==> config.mk <==
export PLATFORM = sky130hd
export DESIGN_NAME = simd_mm_seq
export DESIGN_NICKNAME = d
export VERILOG_FILES = /design/src/rtl/simd_pkg.sv /design/src/rtl/simd_mac3.sv /design/src/rtl/simd_mm_seq.sv
export SDC_FILE = /design/constraint.sdc
export NUM_CORES = 1
export LEC_CHECK = 0
export BUFFER_PORTS_ARGS = -buffer_cell sky130_fd_sc_hd__buf_2
export CORE_ASPECT_RATIO = 1.1
export CORE_MARGIN = 10
export CORE_UTILIZATION = 59
export DETAILED_ROUTE_END_ITERATION = 10
export GPL_ROUTABILITY_DRIVEN = 0
export PLACE_DENSITY = 0.85
export SLEW_MARGIN = 20
export SYNTH_ARGS = -nofsm -noshare
export SYNTH_HDL_FRONTEND = slang
export SYNTH_SLANG_ARGS = --single-unit
==> constraint.sdc <==
create_clock -name clk -period 10.5 [get_ports clk]
set_input_delay 2.1 -clock clk [delete_from_list [all_inputs] [get_ports clk]]
set_output_delay 2.1 -clock clk [all_outputs]
set_load 0.05 [all_outputs]
==> src/rtl/simd_pkg.sv <==
// simd_pkg: shared state type and default parameters for the 3x3 matrix-multiply sequencer
package simd_pkg;
    typedef enum logic [2:0] {IDLE, ISSUE, ACC, WRITE, DONE} state_t;
    localparam int DW_DEF     = 8;
    localparam int AW_DEF     = 4;
    localparam int A_BASE_DEF = 0;
    localparam int B_BASE_DEF = 3;
    localparam int C_BASE_DEF = 6;
    localparam int ACC_GUARD  = 2;
    localparam int ACC_W_DEF  = 2 * DW_DEF + ACC_GUARD;
endpackage

==> src/rtl/simd_mac3.sv <==
// simd_mac3: three unsigned DW x DW multiply-accumulate lanes sharing one A operand
// Macro SIMD_MM_SAT_EN: lane outputs saturate to 2^DW-1 instead of truncating.
module simd_mac3 import simd_pkg::*; #(
    parameter int DW = DW_DEF
) (
    input  logic          clk,
    input  logic          rst_n,
    input  logic          clr,
    input  logic          en,
    input  logic [DW-1:0] a,
    input  logic [DW-1:0] b0,
    input  logic [DW-1:0] b1,
    input  logic [DW-1:0] b2,
    output logic [DW-1:0] y0,
    output logic [DW-1:0] y1,
    output logic [DW-1:0] y2
);
    localparam int ACW = 2 * DW + ACC_GUARD;

    logic [2:0][DW-1:0] w_b;
    logic [2:0][DW-1:0] w_y;

    assign w_b = {b2, b1, b0};
    assign y0  = w_y[0];
    assign y1  = w_y[1];
    assign y2  = w_y[2];

    for (genvar j = 0; j < 3; j++) begin : g_lane
        logic [2*DW-1:0] w_p;
        logic [ACW-1:0]  r_acc;
        assign w_p = (2*DW)'(a) * (2*DW)'(w_b[j]);
        // Accumulator: clear has priority so a new row never inherits old sums
        always_ff @(posedge clk or negedge rst_n)
            if (!rst_n) r_acc <= '0;
            else if (clr) r_acc <= '0;
            else if (en) r_acc <= r_acc + ACW'(w_p);
`ifdef SIMD_MM_SAT_EN
        assign w_y[j] = |r_acc[ACW-1:DW] ? {DW{1'b1}} : r_acc[DW-1:0];
`else
        assign w_y[j] = r_acc[DW-1:0];
`endif
    end
endmodule

==> src/rtl/simd_mm_seq.sv <==
// simd_mm_seq: sequences C = A x B over a 3-bank register file, one row of C per 7 cycles
// Macro SIMD_MM_SAT_EN (in simd_mac3): saturating instead of truncating result conversion.
module simd_mm_seq import simd_pkg::*; #(
    parameter int DW     = DW_DEF,
    parameter int AW     = AW_DEF,
    parameter int A_BASE = A_BASE_DEF,
    parameter int B_BASE = B_BASE_DEF,
    parameter int C_BASE = C_BASE_DEF
) (
    input  logic          clk,
    input  logic          rst_n,
    input  logic          start,
    output logic          busy,
    output logic          done,
    input  logic          host_we,
    input  logic [AW-1:0] host_waddr,
    input  logic [DW-1:0] host_wdata0,
    input  logic [DW-1:0] host_wdata1,
    input  logic [DW-1:0] host_wdata2,
    output logic          host_ready,
    output logic          host_drop,
    output logic          rf_en_write,
    output logic [AW-1:0] rf_waddr1,
    output logic [AW-1:0] rf_waddr2,
    output logic [AW-1:0] rf_waddr3,
    output logic [DW-1:0] rf_wdata1,
    output logic [DW-1:0] rf_wdata2,
    output logic [DW-1:0] rf_wdata3,
    output logic          rf_en_read,
    output logic [AW-1:0] rf_raddr1,
    output logic [AW-1:0] rf_raddr2,
    output logic [AW-1:0] rf_raddr3,
    output logic [AW-1:0] rf_raddr4,
    output logic [AW-1:0] rf_raddr5,
    output logic [AW-1:0] rf_raddr6,
    input  logic [DW-1:0] rf_rdata1,
    input  logic [DW-1:0] rf_rdata2,
    input  logic [DW-1:0] rf_rdata3,
    input  logic [DW-1:0] rf_rdata4,
    input  logic [DW-1:0] rf_rdata5,
    input  logic [DW-1:0] rf_rdata6
);
    state_t        r_state, w_next;
    logic [1:0]    r_i, r_k;
    logic          r_drop;
    logic          w_idle, w_issue, w_write, w_host, w_start_ok;
    logic [DW-1:0] w_a, w_y0, w_y1, w_y2;
    logic [AW-1:0] w_ra, w_rb, w_wa;

    assign w_idle     = r_state == IDLE;
    assign w_issue    = r_state == ISSUE;
    assign w_write    = r_state == WRITE;
    assign w_host     = w_idle && host_we;
    assign w_start_ok = w_idle && start;
    assign w_a  = r_k == 2'd0 ? rf_rdata1 : r_k == 2'd1 ? rf_rdata2 : rf_rdata3;
    assign w_ra = w_issue ? AW'(A_BASE) + AW'(r_i) : '0;
    assign w_rb = w_issue ? AW'(B_BASE) + AW'(r_k) : '0;
    assign w_wa = w_write ? AW'(C_BASE) + AW'(r_i) : w_host ? host_waddr : '0;

    assign busy        = !w_idle;
    assign done        = r_state == DONE;
    assign host_ready  = w_idle;
    assign host_drop   = r_drop;
    assign rf_en_read  = w_issue;
    assign rf_en_write = w_write || w_host;
    assign rf_raddr1   = w_ra;
    assign rf_raddr2   = w_ra;
    assign rf_raddr3   = w_ra;
    assign rf_raddr4   = w_rb;
    assign rf_raddr5   = w_rb;
    assign rf_raddr6   = w_rb;
    assign rf_waddr1   = w_wa;
    assign rf_waddr2   = w_wa;
    assign rf_waddr3   = w_wa;
    assign rf_wdata1   = w_write ? w_y0 : w_host ? host_wdata0 : '0;
    assign rf_wdata2   = w_write ? w_y1 : w_host ? host_wdata1 : '0;
    assign rf_wdata3   = w_write ? w_y2 : w_host ? host_wdata2 : '0;

    // Next state: one ISSUE/ACC pair per k, a WRITE per row, DONE after row 2
    always_comb begin
        w_next = r_state;
        case (r_state)
            IDLE:    w_next = start ? ISSUE : IDLE;
            ISSUE:   w_next = ACC;
            ACC:     w_next = r_k == 2'd2 ? WRITE : ISSUE;
            WRITE:   w_next = r_i == 2'd2 ? DONE : ISSUE;
            DONE:    w_next = IDLE;
            default: w_next = IDLE;
        endcase
    end

    // State and row/column indices
    always_ff @(posedge clk or negedge rst_n)
        if (!rst_n) begin
            r_state <= IDLE;
            r_i     <= '0;
            r_k     <= '0;
        end else begin
            r_state <= w_next;
            if (w_start_ok) begin
                r_i <= '0;
                r_k <= '0;
            end else if (r_state == ACC && r_k != 2'd2) begin
                r_k <= r_k + 2'd1;
            end else if (w_write) begin
                r_i <= r_i == 2'd2 ? 2'd0 : r_i + 2'd1;
                r_k <= '0;
            end
        end

    // Sticky flag for host writes lost while the sequence owns the write port
    always_ff @(posedge clk or negedge rst_n)
        if (!rst_n) r_drop <= 1'b0;
        else if (w_start_ok) r_drop <= 1'b0;
        else if (host_we && !w_idle) r_drop <= 1'b1;

    simd_mac3 #(.DW(DW)) u_mac (
        .clk  (clk),
        .rst_n(rst_n),
        .clr  (w_start_ok || w_write),
        .en   (r_state == ACC),
        .a    (w_a),
        .b0   (rf_rdata4),
        .b1   (rf_rdata5),
        .b2   (rf_rdata6),
        .y0   (w_y0),
        .y1   (w_y1),
        .y2   (w_y2)
    );
endmodule

==> results.py, run 1 <==
metrics = {
    "outcome": {
        "status": "finished, final reports clean",
    },
    "timing": {
        "worstMarginPinSlew_ns": 1.10,
        "finalMaxSlewViolations": 0,
        "fin_setup_tns_ns": 0,
        "fin_skew_ns": 0.00811,
        "layout_min_cycle_time_ns": 6.97,
        "fmax_mhz": 143,
        "slew-limit-headroom_pct": 26.8,
        "min_period_over_period_pct": 66.4,
        "rsz0062_at_grt": "no",
        "setup_violations": 0,
        "hold_violations": 0,
        "hold_ws_ns": 0.527,
    },
    "grt": {
        "grt-busiest-layer": "met2",
        "gr-usage-met2_pct": 42.2,
        "grt_max_degree": 36,
        "gr-usage-met1_pct": 23.7,
        "antenna_found_initial": 0,
        "grt_pass1_wl_microns": 24500,
        "track_usage_pct": 22.1,
        "grt_pass1_vias": 5173,
        "grt.met3_usage_pct": 3.96,
        "overflow": 0,
    },
    "detailed_routing": {
        "drt-total-wl_microns": 15000,
        "post-route-drc-count": 0,
        "ant_nets": 0,
        "wire_per_inst_microns": 17.5,
        "drt-initial-drc-count": 233,
        "via_count": 4656,
        "avgViaCountPerCell": 5.43,
        "drt-pass1-iter-count": 5,
    },
    "final_layout": {
        "design_area_sq_um": 6090,
        "num-nets-final": 930,
        "layout.cells.non_filler": 857,
        "final_cell_mix": "buf_2 (136), inv_1 (118), nand2_1 (117)",
        "n_fill_cell": 708,
        "drive_gt1_share_pct": 21.8,
        "final_common_cell": "buf_2",
        "diodes": 0,
        "syn2layout_area_growth_pct": 12.5,
    },
    "flow_run": {
        "max-cap-violations": 0,
    },
    "setup_path": {
        "worstPathArrival_ns": 7.16,
        "critPathKind": "in -> reg",
        "critPathLaunchType": "input port",
        "cp_max_fo": 23,
        "required_ns": 10.69,
        "critPathCaptureType": "register",
    },
    "cts": {
        "cts.sink_count": 32,
        "clkLatencyLatePin_ns": 0.30,
        "cts_tree": "yes",
        "cts_hold_buf": 0,
        "cts_max_level": 2,
        "cts_resized": 0,
        "cts_setup_buffers": 0,
        "root_buffer": "clkbuf_8",
        "cts_buffer_depth": 2,
        "numCtsBuffers": 5,
        "cts.clk_slew.worst_paths_ns": 0.07,
    },
    "placed_design": {
        "place.detailed.hpwl_microns": 12100,
        "postPlaceCellArea_sq_um": 5960,
        "io_buffers": 136,
        "dp_cells": 849,
    },
    "die": {
        "coreArea_sq_um": 8920,
        "initial_utilization_pct": 60.6,
        "dieHeight_microns": 120,
        "rows": 36,
        "io_pins": 146,
        "die_w_microns": 111,
        "die-area_sq_um": 13400,
    },
    "worst_hold_path": {
        "holdCritPathClass": "reg -> reg",
    },
    "logic_synthesis": {
        "yosysSeqAreaShare_pct": 14.8,
        "yosysTopAreaCellShare_pct": 20.0,
        "async_flop_share_pct": 100,
        "synth.top_cells.by_area": "fa_1 (20%), dfrtp_1 (15%), ha_1 (12%)",
        "syn_avg_cell_area_sq_um": 8.44,
        "syn-cell-area_sq_um": 5410,
        "ys.flop_type": "dfrtp_1",
        "synth_edf_count": 0,
        "ys_seq_elements": 32,
        "synth_cells": 641,
        "synth_area_leader_cell": "fa_1",
        "yosys_warnings": 0,
        "synth_cell_types": 42,
    },
}
[worst paths after layout]
path                                           from                        to  slack [ns]  depth (start not counted)
setup / recovery                       rf_rdata3[0]  u_mac.g_lane[0].r_acc[7]        3.53                         17
hold / removal             u_mac.g_lane[1].r_acc[3]  u_mac.g_lane[1].r_acc[3]        0.53                          2
setup reg to reg                             r_k[1]  u_mac.g_lane[0].r_acc[7]        4.30                         18
hold reg to reg            u_mac.g_lane[1].r_acc[3]  u_mac.g_lane[1].r_acc[3]        0.53                          2
max in group asynchronous                     rst_n                r_state[2]        8.18                          1
min in group asynchronous                     rst_n  u_mac.g_lane[2].r_acc[2]        1.86                          1
[routing by layer]
layer / up-vias / part of all wire (%)
li1: 2154 / -
met1: 2301 / 36
met2: 168 / 55
met3: 33 / 6.2
met4: 0 / 2.7
met5: - / 0
[critical path: stages]
cell and delay (ns):
buf_2 0.09, mux2_4 0.28, o21ai_2 0.84, nor2b_1 0.17
fa_1 0.49, fa_1 0.50, ha_1 0.29, inv_1 0.05
fa_1 0.52, inv_1 0.04, ha_1 0.32, a21o_1 0.17
a21oi_1 0.19, xor2_1 0.17, xnor3_1 0.43, xnor3_1 0.34
o22ai_1 0.17
[cell usage after synthesis, types with 7 or more instances]
cell        n
nand2b_1    9
nor2_1     12
buf_4      28
o211ai_1    7
ha_1       54
xor2_1     13
clkbuf_1   18
and2_1     19
fa_1       54
o21ai_0    19
nor2b_1    20
dfrtp_1    32
xnor2_1    23
a22o_1     12
xnor3_1     9
inv_1     118
nand2_1   117
a21oi_1    24
[kinds of logic after synthesis]
family | count (synthesis) | synth area share [%]
compound gates | 87 | 10.6
xor+xnor | 45 | 9.58
fa+ha+maj | 108 | 32.5
buf+inv | 169 | 14.0
flops | 32 | 14.8
mux | 10 | 2.43
other cells | 1 | 0.0693
simple gates | 189 | 16.1
[area by class of cell]
cell class | count | area [sq um] | share of cell area [%]
Clock buffer | 7 | 96.3 | 1.58
Clock inverter | 1 | 30.0 | 0.493
Inverter | 118 | 443 | 7.28
Multi-Input combinational cell | 448 | 3880 | 63.8
Sequential cell | 32 | 801 | 13.2
Tap cell | 114 | 143 | 2.34
Timing Repair Buffer | 137 | 688 | 11.3
[stage by stage]
step	util, %	worst slack (ns)
floorplan	-	3.95
global placement	66.8	3.44
detailed placement	66.8	3.20
CTS	68.2	3.52
global route	68.2	3.29
finish	68.2	3.53
[registers in the layout (all words and copies together) (netlist names)]
register            flops
host_drop               1
r_i                     2
r_k                     2
r_state                 3
u_mac.g_lane.r_acc     24
Power of run 1 is not shown: default switching activity piles up to over one toggle a cycle in this logic, so the estimate is an artifact.
==> inputs of run 2 (changes only) <==
--- a/config.mk
+++ b/config.mk
@@ -8,10 +8,10 @@
 export BUFFER_PORTS_ARGS = -buffer_cell sky130_fd_sc_hd__buf_2
 export CORE_ASPECT_RATIO = 1.1
 export CORE_MARGIN = 10
-export CORE_UTILIZATION = 59
+export CORE_UTILIZATION = 55
 export DETAILED_ROUTE_END_ITERATION = 10
 export GPL_ROUTABILITY_DRIVEN = 0
-export PLACE_DENSITY = 0.85
+export PLACE_DENSITY = 0.8
 export SLEW_MARGIN = 20
 export SYNTH_ARGS = -nofsm -noshare
 export SYNTH_HDL_FRONTEND = slang
==> constraint.sdc (replaced) <==
create_clock -name clk -period 6.8 [get_ports clk]
set_input_delay 1.36 -clock clk [delete_from_list [all_inputs] [get_ports clk]]
set_output_delay 1.36 -clock clk [all_outputs]
set_load 0.05 [all_outputs]
==> run 2 against run 1 <==
  * Setup slack worse by 2.9 ns
  * Sequential share of layout area about the same
  * Die area up 6.0%
  * Via count down 4.0%
  * Design area up 0.19%
  * Clock skew down 0.0021 ns
  * Critical path type is now reg -> reg
  * Largest cell class unchanged
==> results.py, run 2 (same netlist as run 1, synthesis figures left out) <==
metrics = {
    "final_layout": {
        "reg_top3": "u_mac.g_lane.r_acc: 24 flops, r_state: 3 flops",
        "drive_gt1_share_pct": 21.9,
        "syn2layout_area_growth_pct": 12.7,
        "max_flop_register": "u_mac.g_lane.r_acc",
        "num-nets-final": 931,
        "n_fill_cell": 811,
        "largest_register_ffs": 24,
        "final_common_cell": "buf_2",
        "diodes": 0,
        "final_cell_mix": "buf_2 (136), inv_1 (118), nand2_1 (117)",
    },
    "cts": {
        "cts_tree": "yes",
        "cts.sink_count": 32,
        "cts.clk_slew.worst_paths_ns": 0.07,
        "cts_max_level": 2,
        "numCtsBuffers": 5,
        "cts_hold_buf": 0,
        "cts_resized": 0,
        "root_buffer": "clkbuf_8",
        "cts_buffer_depth": 2,
        "cts_setup_buffers": 0,
        "clkLatencyLatePin_ns": 0.29,
    },
    "grt": {
        "antenna_found_initial": 0,
        "track_usage_pct": 20.5,
        "grt_pass1_vias": 4945,
        "overflow": 0,
        "grt_pass1_wl_microns": 23400,
        "grt_max_degree": 36,
    },
    "placed_design": {
        "io_buffers": 136,
        "place.detailed.hpwl_microns": 12000,
    },
    "timing": {
        "fmax_mhz": 162,
        "hold_violations": 0,
        "rsz0062_at_grt": "no",
        "worstMarginPinSlew_ns": 1.00,
        "fin_skew_ns": 0.00597,
        "setup_violations": 0,
        "slew-limit-headroom_pct": 33.1,
        "fin_setup_tns_ns": 0,
        "layout_min_cycle_time_ns": 6.18,
        "finalMaxSlewViolations": 0,
        "min_period_over_period_pct": 90.9,
    },
    "setup_path": {
        "critPathCaptureType": "register",
        "max_stage_delay_ns": 0.82,
        "cp_max_fo": 24,
        "cp_slowest_cell": "ha_1",
        "crit_chain": "inv_1, ha_1, o21a_1, nand2_1, fa_1, inv_1, fa_1, ha_1, inv_1, fa_1, inv_1, fa_1, a21o_1, a21oi_1, xor2_1, xnor3_1, xnor3_1, o22ai_1",
        "required_ns": 6.98,
        "startpoint": "r_k[0]",
        "critPathKind": "reg -> reg",
        "critPathLaunchType": "register",
        "r2r_start": "r_k[0]",
        "worstPathArrival_ns": 6.36,
    },
    "flow_run": {
        "max-cap-violations": 0,
    },
    "die": {
        "io_pins": 146,
        "rows": 37,
        "die-area_sq_um": 14200,
        "die_w_microns": 115,
        "dieHeight_microns": 124,
        "initial_utilization_pct": 57.0,
        "coreArea_sq_um": 9490,
    },
    "detailed_routing": {
        "avgViaCountPerCell": 5.19,
        "drt-pass1-iter-count": 4,
        "ant_nets": 0,
        "via_count": 4470,
        "drt-total-wl_microns": 14400,
        "post-route-drc-count": 0,
        "drt-initial-drc-count": 175,
        "wire_per_inst_microns": 16.7,
    },
    "worst_hold_path": {
        "holdCritPathClass": "reg -> reg",
        "min_from": "host_drop",
    },
    "outcome": {
        "status": "finished, final reports clean",
    },
}
[run 2: cell count changes in the layout (fill, tap and decap cells not counted)]
cell   previous run  this run
buf_4             1         2
[run 2: layout make-up]
| type | instances | area [sq um] | area share [%] |
|---|---|---|---|
| clock inverter | 1 | 30.0 | 0.493 |
| clock buffer | 7 | 96.3 | 1.58 |
| sequential | 32 | 801 | 13.1 |
| inverter | 118 | 443 | 7.26 |
| tap | 117 | 146 | 2.40 |
| multi-input combinational | 448 | 3880 | 63.7 |
| timing repair buffer | 138 | 696 | 11.4 |
[run 2: final timing paths]
check	end	slack, ns	cells after the start
max	u_mac.g_lane[2].r_acc[7]	0.62	18
min	host_drop	0.51	1
max reg2reg	u_mac.g_lane[2].r_acc[7]	0.62	18
min reg2reg	host_drop	0.51	1
max in group asynchronous	u_mac.g_lane[2].r_acc[6]	5.16	1
min in group asynchronous	r_k[1]	1.14	1
[run 2: worst max-delay path: cells and delay by family, from the launching register on]
kind,cells,cell delay [ns]
adder cells (fa/ha/maj),6,3.07
AO/OA/AOI/OAI,4,1.13
XOR/XNOR,3,0.93
flip-flops,1,0.41
buffers and inverters,4,0.30
AND/OR/NAND/NOR,1,0.19
[run 2: metal layers]
layer  track usage [%]  share of wire [%]
met2              39.3                 56
met1              22.2                 38
met5                 0                  0
met3              3.32                5.0
met4              6.50                1.9
[run 2: per-stage QoR]
stage          setup WS (ns)  instances  instance area [sq um]  hold WS (ns)  util [%]
5_1_grt                0.247        861                   6100         0.541      64.2
6_report               0.619        861                   6100         0.511      64.2
3_3_place_gp           0.624        853                   5970         0.483      62.9
3_5_place_dp           0.508        853                   5970         0.494      62.9
2_1_floorplan          0.991        649                   5440         0.487         -
4_1_cts                0.631        861                   6100         0.510      64.2
Power of run 2 is left out for the same reason.
